File: src/rtl/grf_wb_arbiter_pkg.sv
// Shared CPU definitions for the general register file write port.
package grf_wb_arbiter_pkg;

  localparam int unsigned ADDR_W = 5;
  localparam int unsigned DATA_W = 32;
  localparam int unsigned PC_W   = 32;

  localparam logic [ADDR_W-1:0] REG_ZERO = 5'd0;

  // Register file write port record, shared with the register file.
  typedef struct packed {
    logic              we;
    logic [PC_W-1:0]   pc;
    logic [ADDR_W-1:0] a3;
    logic [DATA_W-1:0] wd;
  } wb_port_t;

  // Multi-cycle result FIFO entry; live drops when a younger pipeline write supersedes it.
  typedef struct packed {
    logic              live;
    logic [PC_W-1:0]   pc;
    logic [ADDR_W-1:0] a3;
    logic [DATA_W-1:0] wd;
  } wb_entry_t;

endpackage

File: src/rtl/grf_wb_arbiter_wb_fifo.sv
// Multi-cycle result FIFO with push, pop and kill-by-destination-address.
module wb_fifo
  import grf_wb_arbiter_pkg::*;
#(
  parameter int unsigned DEPTH = 2,
  localparam int unsigned CNT_W = $clog2(DEPTH) + 1
) (
  input  logic                         clk,
  input  logic                         reset,
  input  logic                         push,
  input  wb_entry_t                    push_entry,
  input  logic                         pop,
  input  logic                         kill,
  input  logic [ADDR_W-1:0]            kill_a3,
  output logic [CNT_W-1:0]             count,
  output wb_entry_t                    head,
  output logic [DEPTH-1:0]             live_vec,
  output logic [DEPTH-1:0][ADDR_W-1:0] a3_vec
);

  localparam int unsigned PTR_W = $clog2(DEPTH);

  wb_entry_t        mem [DEPTH];
  logic [CNT_W-1:0] wr_ptr;
  logic [CNT_W-1:0] rd_ptr;
  logic [PTR_W-1:0] wr_idx;
  logic [PTR_W-1:0] rd_idx;

  assign wr_idx = wr_ptr[PTR_W-1:0];
  assign rd_idx = rd_ptr[PTR_W-1:0];
  assign count  = wr_ptr - rd_ptr;
  assign head   = mem[rd_idx];

  // Kill existing entries first so a same-cycle push to that register stays live;
  // popped slots drop live so the hazard vector only covers occupied entries.
  always_ff @(posedge clk) begin
    if (reset) begin
      wr_ptr <= '0;
      rd_ptr <= '0;
      for (int unsigned i = 0; i < DEPTH; i++) mem[PTR_W'(i)] <= '0;
    end else begin
      for (int unsigned i = 0; i < DEPTH; i++) begin
        if (kill && mem[PTR_W'(i)].a3 == kill_a3) mem[PTR_W'(i)].live <= 1'b0;
      end
      if (pop) begin
        mem[rd_idx].live <= 1'b0;
        rd_ptr           <= rd_ptr + CNT_W'(1);
      end
      if (push) begin
        mem[wr_idx] <= push_entry;
        wr_ptr      <= wr_ptr + CNT_W'(1);
      end
    end
  end

  always_comb begin
    live_vec = '0;
    a3_vec   = '0;
    for (int unsigned i = 0; i < DEPTH; i++) begin
      live_vec[PTR_W'(i)] = mem[PTR_W'(i)].live;
      a3_vec[PTR_W'(i)]   = mem[PTR_W'(i)].a3;
    end
  end

endmodule

File: src/rtl/grf_wb_arbiter.sv
// Write-back arbiter: merges pipeline writes with buffered multi-cycle results onto
// the register file's single write port and reports pending writes to decode.
module grf_wb_arbiter
  import grf_wb_arbiter_pkg::*;
#(
  parameter int unsigned DEPTH    = 2,
  parameter int unsigned MAX_WAIT = 4,
  localparam int unsigned CNT_W   = $clog2(DEPTH) + 1
) (
  input  logic              clk,
  input  logic              reset,
  input  logic              p_we,
  input  logic [PC_W-1:0]   p_pc,
  input  logic [ADDR_W-1:0] p_a3,
  input  logic [DATA_W-1:0] p_wd,
  input  logic              m_valid,
  output logic              m_ready,
  input  logic [PC_W-1:0]   m_pc,
  input  logic [ADDR_W-1:0] m_a3,
  input  logic [DATA_W-1:0] m_wd,
  input  logic [ADDR_W-1:0] q_a1,
  input  logic [ADDR_W-1:0] q_a2,
  output logic              q_hit1,
  output logic              q_hit2,
  output logic              stall_req,
  output logic              g_we,
  output logic [PC_W-1:0]   g_pc,
  output logic [ADDR_W-1:0] g_a3,
  output logic [DATA_W-1:0] g_wd,
  output logic [CNT_W-1:0]  count
);

  localparam int unsigned PTR_W  = $clog2(DEPTH);
  localparam int unsigned WAIT_W = 4;

  wb_port_t                    g_q;
  wb_entry_t                   head;
  wb_entry_t                   push_entry;
  logic [DEPTH-1:0]            live_vec;
  logic [DEPTH-1:0][ADDR_W-1:0] a3_vec;
  logic                        p_eff;
  logic                        empty;
  logic                        pop;
  logic                        push;
  logic [WAIT_W-1:0]           wait_cnt;
  logic [WAIT_W-1:0]           wait_next;

  assign p_eff      = p_we && (p_a3 != REG_ZERO);
  assign empty      = (count == '0);
  assign pop        = !p_eff && !empty;
  assign m_ready    = (count < CNT_W'(DEPTH));
  // Results for r0 complete the handshake but are never queued.
  assign push       = m_valid && m_ready && (m_a3 != REG_ZERO);
  assign push_entry = '{live: 1'b1, pc: m_pc, a3: m_a3, wd: m_wd};

  wb_fifo #(.DEPTH(DEPTH)) u_fifo (
    .clk        (clk),
    .reset      (reset),
    .push       (push),
    .push_entry (push_entry),
    .pop        (pop),
    .kill       (p_eff),
    .kill_a3    (p_a3),
    .count      (count),
    .head       (head),
    .live_vec   (live_vec),
    .a3_vec     (a3_vec)
  );

  // Starvation counter: counts cycles the head loses to the pipeline.
  always_comb begin
    wait_next = wait_cnt;
    if (empty || pop) wait_next = '0;
    else if (wait_cnt != WAIT_W'(MAX_WAIT)) wait_next = wait_cnt + WAIT_W'(1);
  end

  always_ff @(posedge clk) begin
    if (reset) begin
      g_q       <= '0;
      wait_cnt  <= '0;
      stall_req <= 1'b0;
    end else begin
      wait_cnt  <= wait_next;
      stall_req <= (wait_next == WAIT_W'(MAX_WAIT));
      g_q.we    <= 1'b0;
      if (p_eff) g_q <= '{we: 1'b1, pc: p_pc, a3: p_a3, wd: p_wd};
      else if (pop) g_q <= '{we: head.live, pc: head.pc, a3: head.a3, wd: head.wd};
    end
  end

  assign g_we = g_q.we;
  assign g_pc = g_q.pc;
  assign g_a3 = g_q.a3;
  assign g_wd = g_q.wd;

  // Read-after-write hazard lookup over live FIFO entries and the output stage.
  always_comb begin
    q_hit1 = g_q.we && (g_q.a3 == q_a1);
    q_hit2 = g_q.we && (g_q.a3 == q_a2);
    for (int unsigned i = 0; i < DEPTH; i++) begin
      if (live_vec[PTR_W'(i)] && a3_vec[PTR_W'(i)] == q_a1) q_hit1 = 1'b1;
      if (live_vec[PTR_W'(i)] && a3_vec[PTR_W'(i)] == q_a2) q_hit2 = 1'b1;
    end
    if (q_a1 == REG_ZERO) q_hit1 = 1'b0;
    if (q_a2 == REG_ZERO) q_hit2 = 1'b0;
  end

endmodule

File: config.mk
export PLATFORM = sky130hd
export DESIGN_NAME = grf_wb_arbiter
export DESIGN_NICKNAME = d
export VERILOG_FILES = /design/src/rtl/grf_wb_arbiter_pkg.sv /design/src/rtl/grf_wb_arbiter_wb_fifo.sv /design/src/rtl/grf_wb_arbiter.sv
export SDC_FILE = /design/constraint.sdc
export NUM_CORES = 1
export LEC_CHECK = 0
export BUFFER_PORTS_ARGS = -buffer_cell sky130_fd_sc_hd__buf_2
export CAP_MARGIN = 10
export CORE_MARGIN = 2
export CORE_UTILIZATION = 30
export CTS_CLUSTER_SIZE = 25
export DETAILED_ROUTE_END_ITERATION = 16
export PLACE_DENSITY = 0.5
export RECOVER_POWER = 100
export SLEW_MARGIN = 40
export SYNTH_ARGS = -nofsm -noshare
export SYNTH_HDL_FRONTEND = slang
export SYNTH_SLANG_ARGS = --single-unit
export TNS_END_PERCENT = 100
File: constraint.sdc
create_clock -name clk -period 10 [get_ports clk]
set_input_delay 2 -clock clk [delete_from_list [all_inputs] [get_ports clk]]
set_output_delay 2 -clock clk [all_outputs]
set_load 0.02 [all_outputs]
==> flow_summary.toml <==
[synthesis]
ys_types = 40
synth_seq_area_share_pct = 58.2
synthCells = 886
yosysWarnings = 0
async_flop_share_pct = 0
ys.flop_type = "edfxtp_1"
synth-seq-cells = 220
syn_nets = 1041
synth_area_per_cell_um2 = 11.2
synthesis.area_um2 = 9950
synth_edf_count = 138

[die]
num_rows = 66
io_pins = 228
die_x_um = 186
fp.coreArea_um2 = 32600
dieArea_um2 = 34600
initial_core_util_pct = 30.5
dieHeight_um = 186

[sta]
final-setup-viol-count = 0
grt_setup_unrepaired = "no"
max_freq_mhz = 162
layout_min_cycle_time_ps = 6180
skew_ps = 7.69
hold_viol_final = 0
whs_ps = 534
finalMaxSlewViolations = 364
fin_crit_sh_pct = 61.8
setup_tns_ps = 0
slew_headroom_pct = -158
tightestPinTransition_ps = 3860

[clock_tree]
insertion_delay_ps = 520
clk_pin_slew_ps = 50
post_cts_resized = 0
postCtsSetupBuffers = 0
holdBufCountCts = 0
tritoncts = "built"
cts_sinks = 220
cts_root_buf = "clkbuf_16"
cts_buffer_depth = 3
cts_buffers = 26
htreeDepth = 1

[power]
intPower_mw = 2.23
power_density_nw_per_um2 = 297
vdd_drop_max_mv = 0.197
sw_frac_of_total_pct = 38.1
seq_power_share_pct = 39.9
comb_power_share_pct = 35.4
switching_power_mw = 1.37
p_leak_nw = 4.62
p_clk_share_pct = 24.6

[cells_and_area]
final_common_cell = "buf_2"
fin_area_um2 = 12100
fillers = 3318
fin_util_pct = 37.2
drive_gt1_share_pct = 18.3
layout_common_cells = "buf_2, nand2_1, edfxtp_1"
register_area_um2 = 5790
synthToLayoutAreaGrowth_pct = 21.9
multi_input_area_um2 = 3850
fin_nets = 1247

[setup_path]
crit_type = "input port to register"
worstReg2RegStart = "u_fifo.wr_ptr[0]"
reg2regPathDepth = 6
worstSetupStartpointType = "input port"
endpoint_kind = "register"
crit_arrival_ps = 6260
r2r_end = "u_fifo.mem[1][4]"
critPathRequiredTime_ps = 10070
rrSetupSlack_ps = 4260
path_max_fanout = 43

[min_path]
hp-start = "u_fifo.wr_ptr[1]"
min_path_type = "register to register"
holdPathStages = 2
hold_end = "u_fifo.wr_ptr[1]"

[grt]
antenna_found_initial = 3
grt_first_pass_wirelength_um = 40200
grt_start_max_net_pins = 75
grt_pass1_vias = 7057
track_usage_pct = 15.0
grt-ovfl-total = 0

[drt]
wirelength_um = 26200
wire_per_inst_um = 16.8
vias = 7142
drtIter0Drc = 321
routed_via_density = 4.60
postRouteAntennaNets = 0
drtPass1Iterations = 4
drc = 0

[run]
cap_viol_max_count = 8

[placement]
gp_congestion = 0.781
placed_area_um2 = 11500
io_buffers = 227
dp_hpwl_um = 16000

[outcome]
violations = "max-capacitance violations, max-slew violations"
status = "finished with violations"
cell usage after synthesis (all sizes together) (2+ instances only):
master | n | share of area, %
o211ai | 65 | 5.5
nand4 | 2 | 0.13
xor2 | 32 | 2.8
nor4 | 7 | 0.44
inv | 8 | 0.30
a31oi | 2 | 0.13
buf | 21 | 1.5
edfxtp | 138 | 42
clkbuf | 39 | 1.5
dfxtp | 82 | 17
nand3 | 8 | 0.40
nor2 | 13 | 0.49
nand2 | 141 | 5.3
a21oi | 70 | 3.6
mux2i | 69 | 6.9
o21ai | 15 | 0.79
xnor2 | 13 | 1.1
nor3 | 7 | 0.55
or4 | 4 | 0.34
and3 | 2 | 0.13
and2 | 138 | 8.7
ha | 3 | 0.38
routing by layer:
metal  global-route usage, %  vias up  share of wire [%]
met2                    24.4      178                 46
met5                       0        -               0.10
met1                    20.3     3391                 47
met3                    3.37       33                6.0
met4                    3.43        4                1.5
li1                        -     3536                  -
kinds of logic after synthesis:
kind of cell,synth area share [%]
and+or+nand+nor,16.6
DFF,58.2
muxes,7.06
adders and majority gates,0.377
AOI/OAI and AO/OA,10.4
buffers and inverters,3.24
xor gates and xnor gates,4.20
worst max-delay path, cell delays in order:
cell      delay [ps]
clkbuf_1         110
or4_1            120
o211ai_1         300
o21ai_0         1600
clkbuf_1        2100
area by class of cell:
class	instances	share of cell area, %
Timing Repair Buffer	238	9.07
Antenna cell	1	0.0206
Inverter	8	0.248
Multi-Input combinational cell	598	31.8
Clock buffer	40	6.06
Clock inverter	7	0.485
Sequential cell	220	47.8
Tap cell	442	4.56
flip-flops by register name (all words and copies together), names as in the netlist, named ones only:
register and cells:
stall_req 1, g_a3 5, u_fifo.wr_ptr 2, g_we 1, u_fifo.rd_ptr 2, g_wd 32
u_fifo.mem 140, g_pc 32, wait_cnt 4
worst max-delay path by stage:
stage          startpoint                to  slack [ps]  depth (start not counted)
5_1_grt           m_a3[0]  u_fifo.mem[1][4]        3260                          5
3_5_place_dp      q_a2[1]            q_hit2        4900                          7
4_1_cts           q_a2[1]            q_hit2        4900                          7
6_report          m_a3[0]  u_fifo.mem[1][4]        3820                          5
2_1_floorplan     m_a3[0]  u_fifo.mem[0][0]        2290                          3
3_3_place_gp      q_a1[2]            q_hit1        4910                          7
per-stage QoR:
| stage | setup WS (ps) | total power [mW] | cells |
|---|---|---|---|
| finish | 3820 | 3.60 | 1554 |
| global route | 3260 | 3.87 | 1554 |
| CTS | 4900 | 3.72 | 1553 |
| detailed placement | 4900 | 2.81 | 1506 |
| global placement | 4910 | 2.79 | 1503 |
| floorplan | 2290 | 2.38 | 886 |
power by group through the flow:
| stage | sequential [mW] | combinational (mW) | clock [mW] |
|---|---|---|---|
| floorplan | 1.54 | 0.838 | 0 |
| finish | 1.44 | 1.28 | 0.887 |
| CTS | 1.43 | 1.37 | 0.918 |
| detailed placement | 1.45 | 1.36 | 0 |
| global placement | 1.45 | 1.34 | 0 |
| global route | 1.47 | 1.44 | 0.953 |
No activity file was read; power rests on OpenSTA's default activity.
